[src/rtl/vga_timing_gen.sv]
// Parametrised VGA timing generator: pixel strobe, h/v scan counters, and a
// pixel-tick delay line that re-aligns renderer colour with hs/vs.
module vga_timing_gen #(
   parameter int H_ACTIVE  = 640,
   parameter int H_FP      = 16,
   parameter int H_SYNC    = 96,
   parameter int H_BP      = 48,
   parameter int V_ACTIVE  = 480,
   parameter int V_FP      = 10,
   parameter int V_SYNC    = 2,
   parameter int V_BP      = 33,
   parameter int COLOR_W   = 4,
   parameter int PIX_DIV   = 4,
   parameter int FETCH_LAT = 1,
   parameter bit SYNC_POL  = 1'b0
) (
   input  logic                   clk,
   input  logic                   rstn,
   input  logic [3*COLOR_W-1:0]   d_in,
   output logic [11:0]            x,
   output logic [11:0]            y,
   output logic                   pix_ce,
   output logic                   frame_start,
   output logic [COLOR_W-1:0]     r,
   output logic [COLOR_W-1:0]     g,
   output logic [COLOR_W-1:0]     b,
   output logic                   hs,
   output logic                   vs
);

   localparam int H_TOTAL = H_ACTIVE + H_FP + H_SYNC + H_BP;
   localparam int V_TOTAL = V_ACTIVE + V_FP + V_SYNC + V_BP;
   localparam int DIV_W   = (PIX_DIV > 1) ? $clog2(PIX_DIV) : 1;
   localparam int PW      = FETCH_LAT + 1;

   localparam logic [DIV_W-1:0] DIV_MAX = DIV_W'(PIX_DIV - 1);
   localparam logic [11:0]      H_LAST  = 12'(H_TOTAL - 1);
   localparam logic [11:0]      V_LAST  = 12'(V_TOTAL - 1);

   // 13-bit bounds so a sync edge landing exactly on 4096 still compares correctly
   localparam logic [12:0] H_ACT13  = 13'(H_ACTIVE);
   localparam logic [12:0] H_SON13  = 13'(H_ACTIVE + H_FP);
   localparam logic [12:0] H_SOFF13 = 13'(H_ACTIVE + H_FP + H_SYNC);
   localparam logic [12:0] V_ACT13  = 13'(V_ACTIVE);
   localparam logic [12:0] V_SON13  = 13'(V_ACTIVE + V_FP);
   localparam logic [12:0] V_SOFF13 = 13'(V_ACTIVE + V_FP + V_SYNC);

   logic [DIV_W-1:0]   div_cnt;
   logic               run;
   logic [11:0]        h_cnt;
   logic [11:0]        v_cnt;
   logic               act_raw;
   logic               hs_raw;
   logic               vs_raw;
   logic [PW-1:0]      act_sr;
   logic [PW-1:0]      hs_sr;
   logic [PW-1:0]      vs_sr;
   logic [3*COLOR_W-1:0] rgb_q;

   // run holds the divider for one clk after reset so the first strobe lands PIX_DIV clks out
   always_ff @(posedge clk or negedge rstn) begin
      if (!rstn) begin
         run     <= 1'b0;
         div_cnt <= '0;
      end else begin
         run <= 1'b1;
         if (run) begin
            if (div_cnt == DIV_MAX) div_cnt <= '0;
            else                    div_cnt <= div_cnt + DIV_W'(1);
         end
      end
   end

   assign pix_ce = run && (div_cnt == DIV_MAX);

   always_ff @(posedge clk or negedge rstn) begin
      if (!rstn) begin
         h_cnt       <= '0;
         v_cnt       <= '0;
         frame_start <= 1'b0;
      end else begin
         frame_start <= 1'b0;
         if (pix_ce) begin
            if (h_cnt == H_LAST) begin
               h_cnt <= '0;
               if (v_cnt == V_LAST) begin
                  v_cnt       <= '0;
                  frame_start <= 1'b1;
               end else begin
                  v_cnt <= v_cnt + 12'd1;
               end
            end else begin
               h_cnt <= h_cnt + 12'd1;
            end
         end
      end
   end

   assign x = h_cnt;
   assign y = v_cnt;

   assign act_raw = ({1'b0, h_cnt} < H_ACT13) && ({1'b0, v_cnt} < V_ACT13);
   assign hs_raw  = ({1'b0, h_cnt} >= H_SON13) && ({1'b0, h_cnt} < H_SOFF13);
   assign vs_raw  = ({1'b0, v_cnt} >= V_SON13) && ({1'b0, v_cnt} < V_SOFF13);

   // colour is captured on the strobe that ends tick k+FETCH_LAT, the same
   // strobe that shifts the flags of tick k into the last delay stage
   always_ff @(posedge clk or negedge rstn) begin
      if (!rstn) begin
         act_sr <= '0;
         hs_sr  <= '0;
         vs_sr  <= '0;
         rgb_q  <= '0;
      end else if (pix_ce) begin
         act_sr <= (act_sr << 1) | PW'(act_raw);
         hs_sr  <= (hs_sr << 1)  | PW'(hs_raw);
         vs_sr  <= (vs_sr << 1)  | PW'(vs_raw);
         rgb_q  <= d_in;
      end
   end

   assign r  = act_sr[FETCH_LAT] ? rgb_q[3*COLOR_W-1 -: COLOR_W] : '0;
   assign g  = act_sr[FETCH_LAT] ? rgb_q[2*COLOR_W-1 -: COLOR_W] : '0;
   assign b  = act_sr[FETCH_LAT] ? rgb_q[COLOR_W-1:0]            : '0;
   assign hs = hs_sr[FETCH_LAT] ^ ~SYNC_POL;
   assign vs = vs_sr[FETCH_LAT] ^ ~SYNC_POL;

endmodule

[config.mk]
export PLATFORM = sky130hd
export DESIGN_NAME = vga_timing_gen
export DESIGN_NICKNAME = d
export VERILOG_FILES = /design/src/rtl/vga_timing_gen.sv
export SDC_FILE = /design/constraint.sdc
export NUM_CORES = 1
export LEC_CHECK = 0
export CAP_MARGIN = 20
export CORE_UTILIZATION = 40
export DETAILED_ROUTE_END_ITERATION = 6
export PLACE_DENSITY = 0.7
export SLEW_MARGIN = 20
export SYNTH_ARGS = -nofsm -noshare
export SYNTH_HDL_FRONTEND = slang
export SYNTH_SLANG_ARGS = --single-unit
[constraint.sdc]
create_clock -name clk -period 1.77 [get_ports clk]
set_input_delay 0.177 -clock clk [delete_from_list [all_inputs] [get_ports clk]]
set_output_delay 0.177 -clock clk [all_outputs]
set_load 0.05 [all_outputs]
# After elaboration in Yosys (flattened, before gate mapping)
# Cells that the tools add are included.
# totals
out_inout_bits	40
ff_bits	46
in_bits	14
# op_classes
n_bitwise	5
order_cmp	6
add_sub_neg	3
n_mux	9
n_eq_ne	3
reduce_logical	5
# op_table
op	count
$add A12 B1 Y12 const B	2
$eq A12 B10 Y1 const B	2
$lt A12 B10 Y1 const B	2
$lt A12 B9 Y1 const B	2
$mux W12	2
$ge A12 B10 Y1 const B	1
$ge A12 B9 Y1 const B	1
$mux W4	3
$or A2 B1 Y2	3
$logic_and A1 B1 Y1	4
$mux W1	3
$add A2 B1 Y2 const B	1
$eq A2 B2 Y1 const B	1
$mux W2	1
$not A1 Y1	2
$reduce_and A2 Y1	1

# Depth between registers and ports, before layout
# logic_depth
depth_word	4
mapped_depth	7
mapped_depth_nobuf	7

# Least setup slack after synthesis
# No wires, ideal clock.
# synth_path
path_type	register to register
startpoint	register h_cnt[4], in the netlist x[4]
endpoint	register v_cnt[6], in the netlist y[6]
required_time_ps	1627
arrival_time_ps	2007
path_stages_with_launch	7
path_slack_ps	-380
path_buffers	1
path_cell_list	dfrtp_1 > or4b_4 > nor4_4 > and2_1 > buf_6 > nand4_1 > xnor2_1
# synth_between
elab_chain_len	2
# synth_lines
item	line_no	source
start, declared	50	logic [11:0] h_cnt;
start signal, assigned	93	h_cnt <= h_cnt + 12'd1;
$eq A12 B10 Y1	84	if (h_cnt == H_LAST) begin
$reduce_and A2 Y1 (no source line)	n/a	
end signal, assigned	90	v_cnt <= v_cnt + 12'd1;
end, declared	51	logic [11:0] v_cnt;
# No other way between the ends.
# A chain may end at the register's enable or synchronous reset.

# Worst setup path after layout
# layout_path
startpoint	register h_cnt[7], in the netlist x[7]
endpoint	register v_cnt[11], in the netlist y[11]
# Same word-level chain as after synthesis.

==> flow_summary_export.csv <==
group,metric,value,unit
outcome,run_status,"finished, violations left",
outcome,failed_checks,"negative setup slack",
synthesis,syn_avg_cell_area,9.572,um2
worst_setup_path,end_kind,"register",
grt,number_of_antenna_violations_at_the_first_check_in_global_routing,0,
die,dieWidth,76.03,um
flow_run,max_cap_violations,0,
worst_setup_path,reg2reg_slack,-0.06,ns
power_and_ir_drop,worst_vdd_rail_ir_drop,487.4,uV
die,die_h,76.03,um
place,io_buffer_count,53,
routing,drt-wirelength-per-cell,14.12,um
worst_setup_path,cp.arrival,2.01,ns
finish,finalNonFillerCells,384,
clocking,ctsLongestPathBuffers,2,
place,post-dp-hpwl,3582,um
timing,report.final.hold_viol_count,0,
routing,dr_total_vias,1935,
synthesis,synth.distinct_cells,40,
grt,grt_overflow,0,
timing,max_slew_margin,60.73,%
timing,worst_setup_slack_final,-0.06129,ns
finish,design.final.nets,332,
timing,fmaxAchievable,546.1,MHz
grt,track_usage,19.09,%
timing,worst_clock_skew,0.002445,ns
clocking,clock_tree_from_tritoncts,"built",
timing,fin_worst_hold_slack,0.4045,ns
synthesis,postSynthRegisterBits,46,
routing,routed_wirelength,5423,um
clocking,cts_sinks,46,
synthesis,mappedNetlistNets,248,
grt,grt_start_max_net_pins,47,
place,place.gp.congestion,0.8100,
worst_setup_path,crit_fanout,8,
timing,setup_repair_after_global_routing_missed_its_margin,"true",
die,placement_rows,26,
worst_setup_path,crit_path_cell_trace,"or4b_4 > nor4_4 > buf_4 > nand2_2 > o21ai_2 > o31ai_4",
place,dp_worst_setup_slack,-0.1179,ns
die,top_level_ports,54,
timing,finalSetupViolations,7,
place,numPlacedInstances,366,
routing,dr.pass1.iters,4,
timing,post-route-min-period,1.831,ns
clocking,root_buffer_master,"clkbuf_8",
place,placement.cell_area,0.002880,mm2
worst_setup_path,setup.worst_path.class,"reg2reg",
die,core_region_area,0.005205,mm2
worst_setup_path,worstPathRequired,1.95,ns
routing,remaining_drc_errors,0,
synthesis,netlist_instances,229,
timing,count_of_final_max_slew_check_failures,0,
synthesis,syn-cell-area,0.002192,mm2
timing,fin_tns_setup,-0.1895,ns
worst_setup_path,critical_path_slowest_stage_cell,"or4b_4",
power_and_ir_drop,power_leakage,0.001520,uW
finish,synthToLayoutAreaGrowth,47.26,%
grt,via_count_of_the_first_global_routing_pass,1808,
worst_setup_path,timing.critical_path.from_type,"register",
finish,drive_gt1_share,32.17,%
clocking,cts_htree_levels,2,
power_and_ir_drop,pwr_density_cell,1199,mW/mm2
synthesis,ys_warn_count,0,
die,initial_core_util,42.12,%
hold_path,worst_hold_path_type,"in2reg",
finish,antennaDiodeCount,0,
grt,grt_first_pass_wirelength,8797,um
worst_setup_path,slowest_stage_delay_cp,0.54,ns
worst_setup_path,cp_num_buf_inv,1,
routing,detailedRoute.firstIterationViolations,80,
timing,finalCritPeriodShare,103.5,%
die,floorplan.die_area,0.005781,mm2
worst_setup_path,path_delay_family,"simple AND/OR/NAND/NOR gates",
timing,max_slew.worst_pin.slew,0.5890,ns
clocking,worst_skew_pair.late_latency,0.30,ns
routing,avgViaCountPerCell,5.039,
finish,final_design_area_no_fill,0.003228,mm2
synthesis,synth_sequential_area_ratio,52.51,%
clocking,cts-buffers-inserted,5,
clocking,clkSlewWorstSetupHoldPaths,0.08,ns
routing,drtAntennaViolNets,0,
[flip-flops by register name, indices dropped and copies added (netlist names)]
signal,cells
vs_sr,2
div_cnt,2
y,12
run,1
rgb_q,12
x,12
frame_start,1
act_sr,2
hs_sr,2
[worst reg2reg max path: stages, from the launching register on]
cell and delay [ns]:
dfrtp_2 0.41, or4b_4 0.54, nor4_4 0.16, buf_4 0.18
nand2_2 0.14, o21ai_2 0.20, o31ai_4 0.09
[cell usage after synthesis]
| library cell | instances | area share (%) |
|---|---|---|
| ha_1 | 5 | 2.9 |
| nor4_1 | 2 | 0.57 |
| a32o_1 | 1 | 0.46 |
| xnor2_1 | 9 | 3.6 |
| and3_1 | 1 | 0.29 |
| o31ai_1 | 2 | 0.68 |
| dfrtp_1 | 46 | 53 |
| o21a_1 | 1 | 0.34 |
| nand2_4 | 1 | 0.51 |
| a41oi_1 | 1 | 0.40 |
| buf_6 | 1 | 0.51 |
| inv_1 | 10 | 1.7 |
| clkbuf_1 | 4 | 0.68 |
| o311ai_0 | 1 | 0.40 |
| nand3_1 | 8 | 1.8 |
| or2_2 | 2 | 0.57 |
| nor3_1 | 5 | 1.1 |
| or3_1 | 2 | 0.57 |
| conb_1 | 1 | 0.17 |
| a22o_1 | 1 | 0.40 |
| nand2_2 | 1 | 0.29 |
| mux2_2 | 2 | 1.0 |
| o21ai_1 | 2 | 0.46 |
| nor2b_1 | 1 | 0.29 |
| o41ai_2 | 1 | 0.74 |
| a21boi_0 | 1 | 0.34 |
| nor4bb_1 | 1 | 0.46 |
| o21ai_0 | 13 | 3.0 |
| nor4_4 | 1 | 0.97 |
| o22ai_1 | 2 | 0.57 |
| buf_1 | 1 | 0.17 |
| nor2_1 | 10 | 1.7 |
| a21oi_1 | 4 | 0.91 |
| nand4_1 | 8 | 2.3 |
| xor2_1 | 3 | 1.2 |
| and2_1 | 14 | 4.0 |
| a2111oi_0 | 1 | 0.40 |
| and4_1 | 2 | 0.80 |
| or4b_4 | 1 | 0.63 |
| nand2_1 | 56 | 9.6 |
[what timing repair did]
item / in CTS / in global routing
setup buffers: 1 / 7
hold buffers: 1 / 0
cloned: 0 / 1
pin swaps: 2 / 6
resized for setup: 12 / 24
hold endpoints to repair: 46 / 0
setup endpoints to repair: 12 / 20
[final timing paths]
kind	end	from	cells after the start
max reg2reg	y[11]$_DFFE_PN0P_	x[7]$_DFFE_PN0P_	6
min in group asynchronous	rgb_q[3]$_DFFE_PN0P_	rstn	3
min	rgb_q[4]$_DFFE_PN0P_	d_in[4]	3
max	y[11]$_DFFE_PN0P_	x[7]$_DFFE_PN0P_	6
min reg2reg	rgb_q[2]$_DFFE_PN0P_	rgb_q[2]$_DFFE_PN0P_	2
max in group asynchronous	x[7]$_DFFE_PN0P_	rstn	3
[metrics by stage]
| stage | total power [uW] | utilization [%] |
|---|---|---|
| 6_report | 3869 | 62.02 |
| 5_1_grt | 4067 | 62.02 |
| 4_1_cts | 3795 | 59.04 |
| 3_5_place_dp | 2812 | 55.34 |
| 3_3_place_gp | 2771 | 55.34 |
| 2_1_floorplan | 2347 | - |
[kinds of logic after synthesis]
family / count (synthesis) / synth area share [%]
buffers and inverters: 16 / 3.082
and+or+nand+nor: 116 / 26.48
muxes: 2 / 1.027
other: 1 / 0.1711
DFF: 46 / 52.51
AOI/OAI and AO/OA: 31 / 9.076
adders and majority gates: 5 / 2.854
xor gates and xnor gates: 12 / 4.795
[cell type report]
class / count / area, um2
clock buffer: 6 / 82.58
clock inverter: 2 / 60.06
fill: 444 / 1977
inverter: 10 / 41.29
multi-input combinational: 167 / 1049
sequential: 46 / 1161
tap: 70 / 87.58
timing repair buffer: 83 / 747.0
[power breakdown]
part | internal (uW) | switching [uW]
Clock | 602 | 357
Combinational | 564 | 893
Sequential | 1280 | 170
[metal layers]
layer | GRT usage [%] | vias up | share of wire (%)
met5 | 0 | - | 0
met4 | 7.115 | 0 | 1.5
met2 | 30.00 | 61 | 47
li1 | - | 950 | -
met3 | 4.192 | 11 | 5.1
met1 | 25.98 | 913 | 47
[cells in the final DEF (no fill, tap or decap), types with 6 or more instances in the layout]
master           count
buf_4               54
and2_1              13
nand4_1              8
o21ai_1              8
clkdlybuf4s50_1     17
nand3_1              7
nand2_1             54
inv_1                9
clkbuf_8             6
dfrtp_1             38
nor2_1              10
xnor2_1              9
dfrtp_2              8
(Power assumes the default switching activity.)
